`config.mk`:
```
export PLATFORM = sky130hd
export DESIGN_NAME = not_rr_sched_flat
export DESIGN_NICKNAME = d
export VERILOG_FILES = /design/src/rtl/not_sched_pkg.sv /design/src/rtl/not_rr_sched_if.sv /design/src/rtl/not_stage.sv /design/src/rtl/not_rr_sched.sv /design/src/flat_wrapper.sv
export SDC_FILE = /design/constraint.sdc
export NUM_CORES = 1
export LEC_CHECK = 0
export ABC_AREA = 1
export ABC_CLOCK_PERIOD_IN_PS = 1750
export CORE_AREA = 2 2 67 69
export CTS_CLUSTER_DIAMETER = 200
export DETAILED_ROUTE_END_ITERATION = 7
export DIE_AREA = 0 0 69 71
export GPL_TIMING_DRIVEN = 0
export PLACE_DENSITY = 0.54
export SLEW_MARGIN = 20
export SYNTH_ARGS = -nofsm -noshare
export SYNTH_HDL_FRONTEND = slang
export SYNTH_HIERARCHICAL = 1
export SYNTH_SLANG_ARGS = --single-unit
```
`constraint.sdc`:
```
create_clock -name clock -period 1.75 [get_ports clock]
set_clock_uncertainty 0.1 [all_clocks]
set_input_delay 0.35 -clock clock [delete_from_list [all_inputs] [get_ports clock]]
set_output_delay 0.35 -clock clock [all_outputs]
set_load 0.02 [all_outputs]
```
`src/rtl/not_sched_pkg.sv`:
```
// Shared constants and the FSM state type for the not_rr_sched scheduler.
package not_sched_pkg;

  localparam int CNT_W  = 8;
  localparam int STAT_W = 16;

  typedef enum logic [1:0] {
    ST_IDLE = 2'd0,
    ST_EXEC = 2'd1,
    ST_RESP = 2'd2
  } state_t;

endpackage

```
`src/rtl/not_rr_sched_if.sv`:
```
// Request/grant and valid/ready response bundle between requesters and not_rr_sched.
interface not_rr_sched_if #(
  parameter int NUM_REQ = 4,
  parameter int WIDTH   = 1,
  parameter int IDW     = 2
);
  logic [NUM_REQ-1:0]       req;
  logic [NUM_REQ*WIDTH-1:0] req_data;
  logic [NUM_REQ-1:0]       gnt;
  logic                     resp_valid;
  logic                     resp_ready;
  logic [WIDTH-1:0]         resp_data;
  logic [IDW-1:0]           resp_id;
  logic                     busy;

  modport master (
    output req, req_data, resp_ready,
    input  gnt, resp_valid, resp_data, resp_id, busy
  );

  modport slave (
    input  req, req_data, resp_ready,
    output gnt, resp_valid, resp_data, resp_id, busy
  );
endinterface

```
`src/rtl/not_stage.sv`:
```
// Shared registered inverter: y holds ~a from the last cycle en was high.
module not_stage #(
  parameter int WIDTH = 1
) (
  input  logic             clock,
  input  logic             reset,
  input  logic             en,
  input  logic [WIDTH-1:0] a,
  output logic [WIDTH-1:0] y
);
  logic [WIDTH-1:0] r_y;

  always_ff @(posedge clock or posedge reset) begin
    if (reset)   r_y <= '0;
    else if (en) r_y <= ~a;
  end

  assign y = r_y;
endmodule

```
`src/rtl/not_rr_sched.sv`:
```
// Round-robin scheduler sharing one not_stage among NUM_REQ requesters.
// Optional per-requester grant counters are enabled with NOT_SCHED_STATS_EN.
module not_rr_sched
  import not_sched_pkg::*;
#(
  parameter int NUM_REQ = 4,
  parameter int WIDTH   = 1,
  parameter int LAT     = 1,
  parameter int IDW     = 2
) (
  input  logic clock,
  input  logic reset,
  not_rr_sched_if.slave bus
`ifdef NOT_SCHED_STATS_EN
  ,
  output logic [NUM_REQ*STAT_W-1:0] grant_cnt
`endif
);
  state_t           r_state, w_nextState;
  logic [IDW-1:0]   r_ptr, w_pick, r_respId;
  logic [CNT_W-1:0] r_cnt;
  logic             r_respValid, r_busy, w_grant;
  logic [WIDTH-1:0] r_respData, w_selData, w_stageY;

  // First requester at or above ptr, wrapping past NUM_REQ-1 back to 0.
  function automatic logic [IDW-1:0] pickNext(input logic [NUM_REQ-1:0] req,
                                              input logic [IDW-1:0] ptr);
    logic [IDW-1:0] sel;
    logic [IDW:0]   sum;
    logic           found;
    sel   = '0;
    found = 1'b0;
    for (int i = 0; i < NUM_REQ; i++) begin
      sum = {1'b0, ptr} + (IDW+1)'(i);
      if (sum >= (IDW+1)'(NUM_REQ)) sum = sum - (IDW+1)'(NUM_REQ);
      if (!found && req[sum[IDW-1:0]]) begin
        sel   = sum[IDW-1:0];
        found = 1'b1;
      end
    end
    return sel;
  endfunction

  assign w_pick    = pickNext(bus.req, r_ptr);
  assign w_grant   = (r_state == ST_IDLE) && (|bus.req);
  assign w_selData = bus.req_data[int'(w_pick)*WIDTH +: WIDTH];

  // The stage register doubles as the operand register, captured on the grant edge.
  not_stage #(.WIDTH(WIDTH)) u_stage (
    .clock (clock),
    .reset (reset),
    .en    (w_grant),
    .a     (w_selData),
    .y     (w_stageY)
  );

  always_comb begin
    bus.gnt = '0;
    if (w_grant) bus.gnt[w_pick] = 1'b1;
  end

  always_comb begin
    w_nextState = r_state;
    case (r_state)
      ST_IDLE: if (|bus.req)        w_nextState = ST_EXEC;
      ST_EXEC: if (r_cnt == '0)     w_nextState = ST_RESP;
      ST_RESP: if (bus.resp_ready)  w_nextState = ST_IDLE;
      default:                      w_nextState = ST_IDLE;
    endcase
  end

  always_ff @(posedge clock or posedge reset) begin
    if (reset) r_state <= ST_IDLE;
    else       r_state <= w_nextState;
  end

  always_ff @(posedge clock or posedge reset) begin
    if (reset) begin
      r_ptr       <= '0;
      r_cnt       <= '0;
      r_respValid <= 1'b0;
      r_respData  <= '0;
      r_respId    <= '0;
      r_busy      <= 1'b0;
    end else begin
      case (r_state)
        ST_IDLE: if (w_grant) begin
          r_respId <= w_pick;
          r_ptr    <= (w_pick == IDW'(NUM_REQ-1)) ? '0 : w_pick + 1'b1;
          r_cnt    <= CNT_W'(LAT-1);
          r_busy   <= 1'b1;
        end
        ST_EXEC: if (r_cnt != '0) begin
          r_cnt <= r_cnt - 1'b1;
        end else begin
          r_respData  <= w_stageY;
          r_respValid <= 1'b1;
        end
        ST_RESP: if (bus.resp_ready) begin
          r_respValid <= 1'b0;
          r_busy      <= 1'b0;
        end
        default: ;
      endcase
    end
  end

  assign bus.resp_valid = r_respValid;
  assign bus.resp_data  = r_respData;
  assign bus.resp_id    = r_respId;
  assign bus.busy       = r_busy;

`ifdef NOT_SCHED_STATS_EN
  logic [STAT_W-1:0] r_grantCnt [NUM_REQ];

  // Saturating counters so a long run never wraps back to a small count.
  always_ff @(posedge clock or posedge reset) begin
    if (reset) begin
      for (int i = 0; i < NUM_REQ; i++) r_grantCnt[i] <= '0;
    end else if (w_grant && (r_grantCnt[w_pick] != '1)) begin
      r_grantCnt[w_pick] <= r_grantCnt[w_pick] + 1'b1;
    end
  end

  always_comb begin
    grant_cnt = '0;
    for (int i = 0; i < NUM_REQ; i++) grant_cnt[i*STAT_W +: STAT_W] = r_grantCnt[i];
  end
`endif
endmodule

```
`src/flat_wrapper.sv`:
```
// flat-port wrapper written by rule: the top's interface ports become plain ports
module not_rr_sched_flat import not_sched_pkg::*;
#(
  parameter int NUM_REQ = 4,
  parameter int WIDTH   = 1,
  parameter int LAT     = 1,
  parameter int IDW     = 2
)
  (clock, reset, bus_req, bus_req_data, bus_resp_ready, bus_gnt, bus_resp_valid, bus_resp_data, bus_resp_id, bus_busy);
  not_rr_sched_if #(.NUM_REQ(NUM_REQ), .WIDTH(WIDTH), .IDW(IDW)) bus_i ();
  input  logic clock;
  input  logic reset;
  input wire logic [$bits(bus_i.req)-1:0] bus_req;
  input wire logic [$bits(bus_i.req_data)-1:0] bus_req_data;
  input wire logic [$bits(bus_i.resp_ready)-1:0] bus_resp_ready;
  output wire logic [$bits(bus_i.gnt)-1:0] bus_gnt;
  output wire logic [$bits(bus_i.resp_valid)-1:0] bus_resp_valid;
  output wire logic [$bits(bus_i.resp_data)-1:0] bus_resp_data;
  output wire logic [$bits(bus_i.resp_id)-1:0] bus_resp_id;
  output wire logic [$bits(bus_i.busy)-1:0] bus_busy;
  assign bus_i.req = bus_req;
  assign bus_i.req_data = bus_req_data;
  assign bus_i.resp_ready = bus_resp_ready;
  assign bus_gnt = bus_i.gnt;
  assign bus_resp_valid = bus_i.resp_valid;
  assign bus_resp_data = bus_i.resp_data;
  assign bus_resp_id = bus_i.resp_id;
  assign bus_busy = bus_i.busy;
  not_rr_sched #(.NUM_REQ(NUM_REQ), .WIDTH(WIDTH), .LAT(LAT), .IDW(IDW)) u_core (.clock(clock), .reset(reset), .bus(bus_i));
endmodule
```
==> flow_summary_export.csv <==
group,metric,value,unit
power,power-per-cell-area,2230,nW/µm²
setup_path,crit_arrival,1.94,ns
route,vias,1225,
global_routing,antenna_found_initial,0,
logic_synthesis,avgSynthCellArea,7.14,µm²
power,internal-power,2.25,mW
floorplan,initial_core_util,28.5,%
route,routedWlPerCell,11.4,µm
logic_synthesis,synth_top_family_by_area,"simple AND/OR/NAND/NOR gates",
global_routing,grt_pass1_wl,5220,µm
place,dp_cells,239,
logic_synthesis,yosysTopAreaCellShare,37.5,%
final_layout,n_fill_cell,423,
logic_synthesis,synthCells,168,
global_routing,grt_max_degree,18,
global_routing,grtUsageTotal,12.6,%
floorplan,die_w,69,µm
timing,finalHoldViolCount,0,
floorplan,dieArea,4900,µm²
outcome,violations,"negative setup slack",
logic_synthesis,synth_seq_cells,18,
final_layout,area_delta_synth_final,61.9,%
cts,clkTransAtPathRegs,0.06,ns
logic_synthesis,yosysSeqAreaShare,37.5,%
timing,maxSlewHeadroom,56.1,%
logic_synthesis,synth.net_count,181,
cts,clock_sinks,18,
timing,min_period,2.39,ns
power,seqPwrFrac,17.5,%
logic_synthesis,synth_area,1200,µm²
final_layout,final-instance-count-excl-fill,270,
timing,finalSetupTns,-2.87,ns
cts,cts-root-buf,"clkbuf_8",
outcome,status,"finished with violations",
logic_synthesis,synth.distinct_cells,25,
timing,rsz0062_at_grt,"true",
floorplan,die_height,71,µm
logic_synthesis,synthMuxAreaShare,0.938,%
cts,cts-buffers-inserted,3,
route,viasPerCell,4.54,
setup_path,cp.required,1.30,ns
cts,cts_tree,"built",
cts,clkLatencyLatePin,0.25,ns
logic_synthesis,yosys.area.top_type,"dfrtp_1",
timing,worst_slew_pin_slew,0.657,ns
cts,htree_levels,1,
timing,setup_ws,-0.637,ns
floorplan,ios,20,
final_layout,finalNetCount,233,
route,postRouteAntennaNets,0,
route,drt_iter0_drc,16,
power,switching_share,48.1,%
timing,slew_viol_final,0,
floorplan,core,4200,µm²
power,ir_drop,0.000656,V
final_layout,multiInputGateArea,875,µm²
route,drcViolationCount,0,
timing,finalSetupViolCount,8,
final_layout,finalInstanceArea,1940,µm²
final_layout,ff_latch_area,452,µm²
place,numPortBuffers,19,
power,p_sw,2.08,mW
route,drt_first_pass_iters,4,
power,clkPwrFrac,6.5,%
place,post_dp_cell_area,1510,µm²
final_layout,utilization,46.2,%
logic_synthesis,synthXorXnorAreaFrac,2.19,%
cts,clockBufferDepth,2,
setup_path,start_kind,"register",
final_layout,drive_gt1_share,44.5,%
run,maxCapViolCount,0,
global_routing,grt_overflow,0,
final_layout,diodes,0,
setup_path,cp-end-kind,"output pin",
logic_synthesis,synth-compound-area-share,9.28,%
power,leakage,0.963,nW
logic_synthesis,synth_fa_ha_area_share,2.09,%
setup_path,crit_fanout,8,
timing,timing.fmax,419,MHz
min_path,hp-class,"in -> async",
floorplan,rows,24,
logic_synthesis,yosysWarnings,6,
global_routing,grt_pass1_vias,1221,
power,p_total,4.33,mW
place,place.gp.congestion,0.765,
logic_synthesis,synth.area.top_cells,"dfrtp_1 (38%), nand2_1 (17%), inv_1 (7.2%)",
place,post-dp-hpwl,1920,µm
power,p_comb_share,76.0,%
route,wl,3070,µm
setup_path,critPathKind,"reg -> out",
timing,min_period_over_period,136,%
logic_synthesis,synth-simple-area-share,38.9,%
critical path, cell delays in order (launching register included):
cell	delay [ns]
dfrtp_1	0.41
buf_6	0.17
nand2_4	0.07
nand2_2	0.05
nand2_2	0.10
nand2_4	0.07
nor2_1	0.17
o21ai_4	0.11
nand2_4	0.12
buf_4	0.13
nand2_4	0.04
nor2_2	0.09
buf_4	0.14
power groups by stage:
stage	clock [mW]	combinational, mW	sequential [mW]
after floorplan	0	1.67	0.766
after global placement	0	2.23	0.731
after detailed placement	0	2.22	0.732
after CTS	0.298	2.85	0.744
after global routing	0.310	3.62	0.780
final	0.281	3.29	0.757
final timing paths:
path / from / to / slack, ns / depth (start not counted)
max: u_core/r_ptr[0] / bus_gnt[1] / -0.64 / 12
min: reset / u_core/u_stage/y / 0.18 / 2
max reg2reg: u_core/r_ptr[0] / u_core/u_stage/y / -0.27 / 16
min reg2reg: u_core/bus.resp_id[1] / u_core/bus.resp_id[1] / 0.38 / 2
max in group asynchronous: reset / u_core/r_ptr[1] / 0.65 / 2
min in group clock: u_core/bus.resp_id[1] / u_core/bus.resp_id[1] / 0.38 / 2
timing repair:
action                                  CTS  global route
endpoints found under the setup margin   13            19
setup buffers                            19             9
resized for setup                        57            17
hold buffers                              0             0
pin swaps                                18             9
final cells by class:
class	instances	share of cell area (%)
tap	52	3.35
multi-input combinational	123	45.0
inverter	26	5.28
clock buffer	3	2.12
buffer	1	0.580
sequential	18	23.2
timing repair buffer	47	20.4
per-layer routing:
layer | GRT usage (%) | routed length, µm | vias up | share of wire, %
met1 | 15.4 | 1370 | 576 | 45
met3 | 2.28 | 78 | 2 | 2.5
met5 | 0 | 0 | - | 0
li1 | - | - | 633 | -
met2 | 22.5 | 1600 | 14 | 52
met4 | 3.70 | 27 | 0 | 0.88
flip-flops by register name (all words and copies together) (netlist names):
register               cells
u_core/r_cnt               8
u_core/r_ptr               2
u_core/bus.resp_valid      1
u_core/bus.resp_id         2
u_core/u_stage/y           1
u_core/r_state             2
u_core/bus.busy            1
u_core/bus.resp_data       1
stage by stage:
stage | hold WS [ns] | setup WS (ns)
finish | 0.177 | -0.637
global route | 0.199 | -0.746
CTS | 0.170 | -0.595
detailed placement | 0.373 | -1.16
global placement | 0.370 | -1.16
floorplan | -0.0213 | -0.154
placed cells by master (no fill, tap or decap), types with 2 or more instances in the layout:
cell type	n
buf_4	29
buf_6	4
clkbuf_8	3
clkdlybuf4s50_1	11
dfrtp_1	17
dlygate4sd2_1	4
ha_4	2
inv_1	19
inv_2	5
inv_4	2
nand2_1	35
nand2_2	17
nand2_4	12
nand3_1	8
nand3_2	5
nand3_4	3
nor2_1	10
nor2_2	2
nor2_4	3
o21ai_0	4
o21ai_2	2
o31ai_1	4
xor2_1	3
synthesized netlist by cell type (all sizes together):
| master | count |
|---|---|
| o21ai | 8 |
| a21oi | 2 |
| buf | 1 |
| nor2 | 15 |
| nand3b | 1 |
| nand2 | 64 |
| nand4 | 1 |
| a31o | 1 |
| o21a | 1 |
| o31ai | 4 |
| mux2 | 1 |
| nor3 | 2 |
| inv | 26 |
| o211ai | 1 |
| xor2 | 3 |
| nand3 | 16 |
| ha | 2 |
| dfrtp | 18 |
| nor4 | 1 |
cells by family after synthesis:
family          after synthesis
fa+ha+maj                     2
buf+inv                      27
simple gates                100
mux                           1
flops                        18
xor+xnor                      3
compound gates               17
Power figures use the tool's default switching activity.
